==> src/rtl/cond_pkg.sv <==
// rtl/cond_pkg.sv - condition encodings, flag indices and condition evaluation
package cond_pkg;

  typedef enum logic [3:0] {
    EQ = 4'b0000, NE = 4'b0001, CS = 4'b0010, CC = 4'b0011,
    MI = 4'b0100, PL = 4'b0101, VS = 4'b0110, VC = 4'b0111,
    HI = 4'b1000, LS = 4'b1001, GE = 4'b1010, LT = 4'b1011,
    GT = 4'b1100, LE = 4'b1101, AL = 4'b1110, NV = 4'b1111
  } cond_e;

  localparam int FLAG_N = 3;
  localparam int FLAG_Z = 2;
  localparam int FLAG_C = 1;
  localparam int FLAG_V = 0;

  // NV reports fail here; the top decides its meaning from a parameter.
  function automatic logic cond_check(cond_e cond, logic [3:0] flags);
    logic n, z, c, v, p;
    n = flags[FLAG_N];
    z = flags[FLAG_Z];
    c = flags[FLAG_C];
    v = flags[FLAG_V];
    case (cond)
      EQ:      p = z;
      NE:      p = !z;
      CS:      p = c;
      CC:      p = !c;
      MI:      p = n;
      PL:      p = !n;
      VS:      p = v;
      VC:      p = !v;
      HI:      p = c & !z;
      LS:      p = !c | z;
      GE:      p = (n == v);
      LT:      p = (n != v);
      GT:      p = !z & (n == v);
      LE:      p = z | (n != v);
      AL:      p = 1'b1;
      default: p = 1'b0;
    endcase
    return p;
  endfunction

endpackage

==> src/rtl/sat_counter.sv <==
// rtl/sat_counter.sv - saturating up-counter with synchronous clear
module sat_counter #(
  parameter int W = 32
) (
  input  logic         clk,
  input  logic         rst,
  input  logic         clr,
  input  logic         inc,
  output logic [W-1:0] count
);

  localparam logic [W-1:0] ONE = W'(1);

  always_ff @(posedge clk or posedge rst) begin
    if (rst) begin
      count <= '0;
    end else if (clr) begin
      count <= '0;
    end else if (inc && (count != '1)) begin
      count <= count + ONE;
    end
  end

endmodule

==> src/rtl/cond_logic.sv <==
// rtl/cond_logic.sv - NZCV flag register, condition check, commit strobes and perf counters
module cond_logic
  import cond_pkg::*;
#(
  parameter int CNT_W        = 32,
  parameter bit COND_NV_EXEC = 1'b0
) (
  input  logic             clk,
  input  logic             reset,
  input  logic [3:0]       Cond,
  input  logic [3:0]       ALUFlags,
  input  logic [1:0]       FlagW,
  input  logic             PCS,
  input  logic             RegW,
  input  logic             MemW,
  input  logic             NoWrite,
  input  logic             InstrValid,
  input  logic             CntClr,
  output logic             PCSrc,
  output logic             RegWrite,
  output logic             MemWrite,
  output logic             CondEx,
  output logic [3:0]       Flags,
  output logic [CNT_W-1:0] ExecCnt,
  output logic [CNT_W-1:0] SkipCnt
);

  logic commit;

  // Evaluated against the registered flags only; no bypass from ALUFlags.
  always_comb begin
    CondEx = cond_check(cond_e'(Cond), Flags);
    if (cond_e'(Cond) == NV) begin
      CondEx = COND_NV_EXEC;
    end
  end

  assign commit = CondEx & InstrValid;

  assign PCSrc    = PCS & commit & !reset;
  assign RegWrite = RegW & !NoWrite & commit & !reset;
  assign MemWrite = MemW & commit & !reset;

  always_ff @(posedge clk or posedge reset) begin
    if (reset) begin
      Flags <= 4'b0000;
    end else begin
      if (FlagW[1] && commit) begin
        Flags[FLAG_N:FLAG_Z] <= ALUFlags[FLAG_N:FLAG_Z];
      end
      if (FlagW[0] && commit) begin
        Flags[FLAG_C:FLAG_V] <= ALUFlags[FLAG_C:FLAG_V];
      end
    end
  end

  sat_counter #(.W(CNT_W)) u_exec_cnt (
    .clk   (clk),
    .rst   (reset),
    .clr   (CntClr),
    .inc   (InstrValid & CondEx),
    .count (ExecCnt)
  );

  sat_counter #(.W(CNT_W)) u_skip_cnt (
    .clk   (clk),
    .rst   (reset),
    .clr   (CntClr),
    .inc   (InstrValid & !CondEx),
    .count (SkipCnt)
  );

endmodule
==> config.mk <==
export PLATFORM = sky130hd
export DESIGN_NAME = cond_logic
export DESIGN_NICKNAME = d
export VERILOG_FILES = /design/src/rtl/cond_pkg.sv /design/src/rtl/sat_counter.sv /design/src/rtl/cond_logic.sv
export SDC_FILE = /design/constraint.sdc
export NUM_CORES = 1
export LEC_CHECK = 0
export ABC_AREA = 1
export CORE_UTILIZATION = 30
export DETAILED_ROUTE_END_ITERATION = 10
export HOLD_SLACK_MARGIN = 0.06
export MAX_ROUTING_LAYER = met4
export SKIP_CTS_REPAIR_TIMING = 1
export SYNTH_ARGS = -nofsm -noshare
export SYNTH_HDL_FRONTEND = slang
export SYNTH_SLANG_ARGS = --single-unit
==> constraint.sdc <==
create_clock -name clk -period 2.6 [get_ports clk]
set_input_delay 0.39 -clock clk [delete_from_list [all_inputs] [get_ports clk]]
set_output_delay 0.39 -clock clk [all_outputs]
set_load 0.05 [all_outputs]
==> out/results.txt, run 1 <==
gpl congestion -> 0.939
Synth-to-Final Area Change -> 26.4%
Crit Path Class -> input pin to output pin
Worst setup SP type -> input pin
pin count of the biggest net entering global routing -> 65
Clock Skews -> 0.00918 ns
WP data arrival -> 2.05 ns
# rows -> 47
Synth area leaders -> dfrtp_1 33%, nand2_1 21%, nor2_1 8.7%
Worst-Skew Late Latency -> 0.34 ns
drt via density -> 4.71
die width -> 134 microns
antenna viol nets, final -> 0
sequential share of the synthesized area -> 32.5%
total routed wirelength -> 14800 microns
first-pass GRT wire length -> 24900 microns
I/O pin cnt -> 90
Syn Nets -> 834
CTS tree -> done
dpl cells -> 1101
vias in the first global route -> 4983
setup TNS -> 0 ns
Critical Path Sink Type -> output pin
core area -> 0.0168 sq mm
post-synth top area share -> 32.5%
minimum clock period -> 2.44 ns
RSZ-0062 raised after global routing -> true
Clock transition at path regs -> 0.06 ns
DRC -> 0
status -> finished, final reports clean
maximum clock insertion buffer count -> 2
via count -> 5259
FF+latch count, synth -> 68
Iter 0 DRT Violations -> 369
DP Wirelength -> 10900 microns
crit path max fanout -> 6
drt first pass iters -> 6
Slew @ Worst Pin -> 0.524 ns
slew margin rel. -> 64.9%
WHS -> 0.553 ns
Pwr Density -> 494 mW/mm^2
Routed WL per cell -> 13.3 microns
layout cells sized above 1 -> 7.81%
Peak VDD IR -> 444 uV
Leak -> 0.00300 uW
class of the worst hold path -> flip-flop to flip-flop
Vert. Die Dim -> 134 microns
Die ar. -> 0.0180 sq mm
H-tree levels -> 3
cells after synthesis -> 814
Finished Layout Cells -> 1116
PortBufs -> 89
Initial Util -> 31.1%
final setup fails -> 0
Syn Area/Cell -> 6.43 sq um
Num Clock Sinks -> 68
Congestion Overflow GR -> 0
yosys warns -> 0
worst endpoint required time -> 2.21 ns
GRT Total Usage -> 17.7%
diode count -> 0
Layout Nets -> 912
Synth cell types -> 28
largest area contributor in the netlist -> dfrtp_1
Final Slew Violations -> 0
final core utilization -> 39.3%
Post-Syn Area -> 0.00523 sq mm
Root Buffer -> clkbuf_16
CTS Buf Count -> 9
Fmax achieved -> 410 MHz
Total Power -> 3270 uW
antenna violations before repair -> 0
# Max-Cap Violations -> 0
period utilization -> 93.8%
Final Hold Vio Count -> 0
critical path, cell delays in order:
cell	delay (ns)
clkdlybuf4s50_1	0.59
nand2_2	0.09
inv_1	0.06
nand3_1	0.09
nand2_1	0.08
nand2_1	0.05
nand2_1	0.07
nor2_2	0.05
nand2_4	0.13
nand2_1	0.12
nor2_1	0.15
buf_6	0.18
metrics by stage:
step           setup slack [ns]  area [sq um]
3_3_place_gp              0.189          6310
3_5_place_dp              0.148          6310
2_1_floorplan            0.0607          5240
4_1_cts                   0.138          6610
5_1_grt                -0.00571          6620
6_report                  0.162          6620
area by class of cell:
cell class                 instances  area [sq um]
multi-input combinational        627          3000
clock inverter                     5          60.1
inverter                          89           344
clock buffer                      10           239
timing repair buffer              97           998
fill                            1816         10200
tap                              220           275
sequential                        68          1700
where the power goes:
part | leakage [uW] | internal (uW) | total [uW] | switching [uW]
clock network | 0.000145 | 768 | 1260 | 490
registers | 0.000941 | 1100 | 1190 | 81.4
logic | 0.00191 | 250 | 828 | 578
total | 0.00300 | 2120 | 3270 | 1150
cell families after synthesis:
family          after synthesis  synth area share (%)
buf+inv                     119                  10.3
flops                        68                  32.5
xor+xnor                     41                  6.86
simple gates                578                  49.2
fa+ha+maj                     2                 0.478
compound gates                6                 0.693
routing by layer:
layer | vias up | share of wire (%) | GRT usage, %
met5 | - | 0 | -
met4 | 0 | 1.5 | 5.68
met3 | 16 | 5.7 | 3.06
met2 | 148 | 44 | 27.4
met1 | 2388 | 49 | 23.6
li1 | 2707 | - | -
cells in the final DEF (no fill, tap or decap), types with 2 or more instances in the layout:
| cell | netlist | routed |
|---|---|---|
| dfrtp_1 | 68 | 68 |
| nor2_2 | 6 | 7 |
| clkinvlp_4 | 0 | 2 |
| inv_2 | 3 | 3 |
| clkinv_2 | 0 | 2 |
| buf_12 | 0 | 4 |
| ha_1 | 2 | 2 |
| o21ai_0 | 4 | 4 |
| clkbuf_16 | 0 | 9 |
| nor3_1 | 16 | 16 |
| xnor2_1 | 16 | 16 |
| nor2_1 | 121 | 120 |
| buf_6 | 6 | 2 |
| nand2_1 | 291 | 291 |
| inv_1 | 84 | 83 |
| inv_6 | 0 | 2 |
| nor3b_1 | 2 | 2 |
| clkdlybuf4s50_1 | 0 | 85 |
| xor2_1 | 25 | 25 |
| nand3_1 | 78 | 78 |
| nand4_1 | 35 | 35 |
| nand2_4 | 3 | 3 |
| buf_4 | 1 | 6 |
| nand3_2 | 20 | 20 |
| nand2_2 | 4 | 4 |
sequential cells by signal, summed over array words and instances (netlist names):
signal            count
Flags                 4
u_skip_cnt.count     32
u_exec_cnt.count     32
Yosys cell counts, drive strengths merged:
cell type / number
a21oi: 1
buf: 20
clkbuf: 10
clkinv: 2
dfrtp: 68
ha: 2
inv: 87
nand2: 298
nand3: 99
nand4: 35
nor2: 127
nor3: 17
nor3b: 2
o21ai: 4
o21bai: 1
xnor2: 16
xor2: 25
worst paths after layout:
| kind | from | endpoint | slack (ns) | cells past startpoint |
|---|---|---|---|---|
| min | u_exec_cnt.count[12] | u_exec_cnt.count[12] | 0.55 | 2 |
| min reg2reg | u_exec_cnt.count[12] | u_exec_cnt.count[12] | 0.55 | 2 |
| max in group asynchronous | reset | u_exec_cnt.count[22] | 1.68 | 3 |
| max reg2reg | u_skip_cnt.count[0] | u_skip_cnt.count[28] | 0.40 | 10 |
| max | Cond[3] | MemWrite | 0.16 | 12 |
| min in group asynchronous | reset | u_skip_cnt.count[19] | 0.59 | 3 |
Power figures use the tool's default switching activity.
==> inputs of run 2 (changes only) <==
--- a/config.mk
+++ b/config.mk
@@ -5,7 +5,7 @@
 export SDC_FILE = /design/constraint.sdc
 export NUM_CORES = 1
 export LEC_CHECK = 0
-export ABC_AREA = 1
+export ABC_AREA = 0
 export CORE_UTILIZATION = 30
 export DETAILED_ROUTE_END_ITERATION = 10
 export HOLD_SLACK_MARGIN = 0.06
==> out/results.txt, run 2 <==
Congestion Overflow GR -> 0 (unchanged)
Post-Syn Area -> 0.00410 sq mm (-22%)
Sw Ratio -> 28.2% (-6.9 points)
Finished Layout Cells -> 757 (-32%)
antenna viol nets, final -> 0 (unchanged)
DRC -> 0 (unchanged)
period utilization -> 105% (+12 points)
Flop pwr share -> 36.0% (-0.2 points)
layout cells sized above 1 -> 22.0% (+14 points)
most common cell in the netlist -> dfrtp_1
largest area contributor in the netlist -> dfrtp_1
Sw Pwr -> 907 uW (-21%)
Pwr Density -> 528 mW/mm^2 (+6.8%)
FF+latch count, synth -> 68 (unchanged)
dpl cells -> 732 (-34%)
class of the worst hold path -> flip-flop to flip-flop
GRT Total Usage -> 16.9% (-0.82 points)
yosys warns -> 0 (unchanged)
total routed wirelength -> 11500 microns (-22%)
slew margin rel. -> 43.0% (-22 points)
Most used DFF post-synth -> dfrtp_1
Syn Area/Cell -> 8.93 sq um (+39%)
Critical Path Sink Type -> output pin
minimum clock period -> 2.74 ns (+0.301 ns)
Post-synth top cells -> 68 x dfrtp_1, 37 x nor2_1, 32 x a21oi_1
placed inst area -> 0.00552 sq mm (-12%)
DP Wirelength -> 7580 microns (-31%)
# rows -> 42 (-11%)
Worst-Skew Late Latency -> 0.33 ns (about the same)
Root Buffer -> clkbuf_16
core area -> 0.0133 sq mm (-21%)
Worst Setup Slack, final -> -0.139 ns (-0.301 ns)
Synth cell types -> 41 (+46%)
Clock Skews -> 0.00618 ns (-0.00300 ns)
I/O pin cnt -> 90 (unchanged)
commonest non-fill, non-tap cell in the layout -> clkdlybuf4s50_1
Most Frequent Cell on Critical Path -> buf_12
final setup fails -> 4 (+4)
Final Hold Vio Count -> 0 (unchanged)
pin count of the biggest net entering global routing -> 69 (+6.2%)
Crit Path Class -> flip-flop to output pin
Multi-input gate area -> 0.00243 sq mm (-19%)
Vert. Die Dim -> 119 microns (-11%)
vias in the first global route -> 3800 (-24%)
H-tree levels -> 3 (unchanged)
CTS Buf Count -> 9 (unchanged)
Fmax achieved -> 365 MHz (-11%)
maximum clock insertion buffer count -> 2 (unchanged)
Layout Nets -> 597 (-35%)
Leak -> 0.00238 uW (-21%)
sequential share of the synthesized area -> 41.5% (+9.0 points)
PortBufs -> 89 (unchanged)
Synth area leaders -> dfrtp_1 42%, mux2_2 8.5%, nor2b_1 4.1%
gpl congestion -> 0.806 (-14%)
Clock power frac -> 41.8% (+3.4 points)
Routed WL per cell -> 15.2 microns (+14%)
post-synth top area share -> 41.5% (+9.0 points)
failing checks -> negative setup slack
Syn Nets -> 479 (-43%)
internal power -> 2310 uW (+8.7%)
Slew @ Worst Pin -> 0.854 ns (+0.330 ns)
# Max-Cap Violations -> 0 (unchanged)
via count -> 3996 (-24%)
Worst setup SP type -> flip-flop
Synth-to-Final Area Change -> 48.4%
Final Slew Violations -> 0 (unchanged)
CP delay by family, top -> compound AO/OA/AOI/OAI gates
diode count -> 0 (unchanged)
Buf/Inv on CP -> 3 (unchanged)
CP cell instances -> xnor2_2 -> a311o_1 -> a31oi_2 -> buf_4 -> o21ai_4 -> buf_12 -> nor4b_4 -> buf_12
Iter 0 DRT Violations -> 266 (-28%)
commonest cells after routing, fill and taps aside -> 81 x clkdlybuf4s50_1, 58 x dfrtp_1, 40 x buf_4, 37 x nor2_1, 31 x a21oi_1
Clock transition at path regs -> 0.05 ns (about the same)
Die ar. -> 0.0141 sq mm (-21%)
Storage cell area -> 0.00171 sq mm (+0.74%)
cells after synthesis -> 459 (-44%)
antenna violations before repair -> 0 (unchanged)
Peak VDD IR -> 383 uV (-14%)
FILL cells -> 1276 (-30%)
CTS tree -> done
Comb pwr share -> 22.2% (-3.1 points)
post-synthesis async set-or-reset flop share -> 100% (unchanged)
crit path max fanout -> 7 (+1)
Post-synth EDFFs -> 0 (unchanged)
Initial Util -> 30.8% (-0.29 points)
WP data arrival -> 2.35 ns (+0.30 ns)
Max stage delay cell, worst path -> dfrtp_2
slowest stage delay, CP -> 0.46 ns (-0.13 ns)
drt via density -> 5.28 (+12%)
worst endpoint required time -> 2.21 ns (about the same)
post-route cell area -> 0.00608 sq mm (-8.1%)
status -> complete, but fails checks
die width -> 119 microns (-11%)
first-pass GRT wire length -> 18800 microns (-25%)
drt first pass iters -> 4 (-2)
Top Registers -> u_exec_cnt.count (32), u_skip_cnt.count (32), Flags (4)
RSZ-0062 raised after global routing -> true
Num Clock Sinks -> 68 (unchanged)
[run 2: cell count changes after synthesis, sizes merged, moves of 23 or more]
| cell | change |
|---|---|
| nor2 | -90 |
| a21oi | +31 |
| nor2b | +27 |
| nand3 | -72 |
| nand2 | -273 |
| xor2 | -23 |
| mux2 | +31 |
| inv | -77 |
[run 2: final cells by class]
type / instances / share of cell area [%]
repair buffers: 136 / 22.3
flip-flops and latches: 68 / 28.2
inverters: 10 / 0.617
well taps: 176 / 3.62
clock inverters: 4 / 1.19
clock buffers: 11 / 4.16
multi-input cells: 352 / 39.9
[run 2: power groups by stage]
stage	clock network, uW	logic, uW	registers [uW]
after floorplan	0	309	1280
after global placement	0	618	1170
after detailed placement	0	627	1180
after CTS	1380	630	1160
after global routing	1430	763	1170
final	1340	713	1160
[run 2: metrics by stage]
stage / hold WS (ns) / util, % / setup TNS, ns / total power [uW] / worst slack [ns]
CTS: 0.575 / 44.0 / -1.70 / 3170 / -0.286
global placement: 0.558 / 41.5 / -16.58 / 1790 / -0.375
global route: 0.604 / 45.7 / -1.47 / 3360 / -0.238
finish: 0.578 / 45.7 / -0.289 / 3210 / -0.139
floorplan: 0.540 / - / -0.245 / 1590 / -0.168
detailed placement: 0.560 / 41.5 / -17.95 / 1810 / -0.408
[run 2: logic make-up after synthesis]
group / Yosys count / synth area share [%]
simple gates: 235 / 32.6
compound gates: 76 / 10.8
flops: 68 / 41.5
buf+inv: 39 / 3.85
mux: 34 / 9.25
xor+xnor: 5 / 1.40
fa+ha+maj: 2 / 0.610
[run 2: worst register-to-register path, delay by kind of cell, from the launching register on]
family	cells	cell delay, ns
and+or+nand+nor	2	0.88
xor gates and xnor gates	1	0.42
AOI/OAI and AO/OA	3	0.40
buffers and inverters	2	0.36
DFF	1	0.43
[run 2: path summary, 6_finish.rpt]
kind / start / endpoint / cells after the start / slack (ns)
setup / recovery: Flags[0] / RegWrite / 8 / -0.14
hold / removal: u_skip_cnt.count[0] / u_skip_cnt.count[0] / 2 / 0.58
setup reg to reg: Flags[3] / u_skip_cnt.count[4] / 8 / 0.06
hold reg to reg: u_skip_cnt.count[0] / u_skip_cnt.count[0] / 2 / 0.58
max in group asynchronous: reset / u_skip_cnt.count[1] / 3 / 1.58
min in group asynchronous: reset / u_exec_cnt.count[2] / 3 / 0.70
[run 2: layer usage]
metal  part of all wire (%)  track usage (%)  up-vias
met4                   0.47             3.72        0
li1                       -                -     1935
met5                      0                -        -
met1                     47             21.9     1980
met3                    3.2             4.07        4
met2                     49             26.8       77
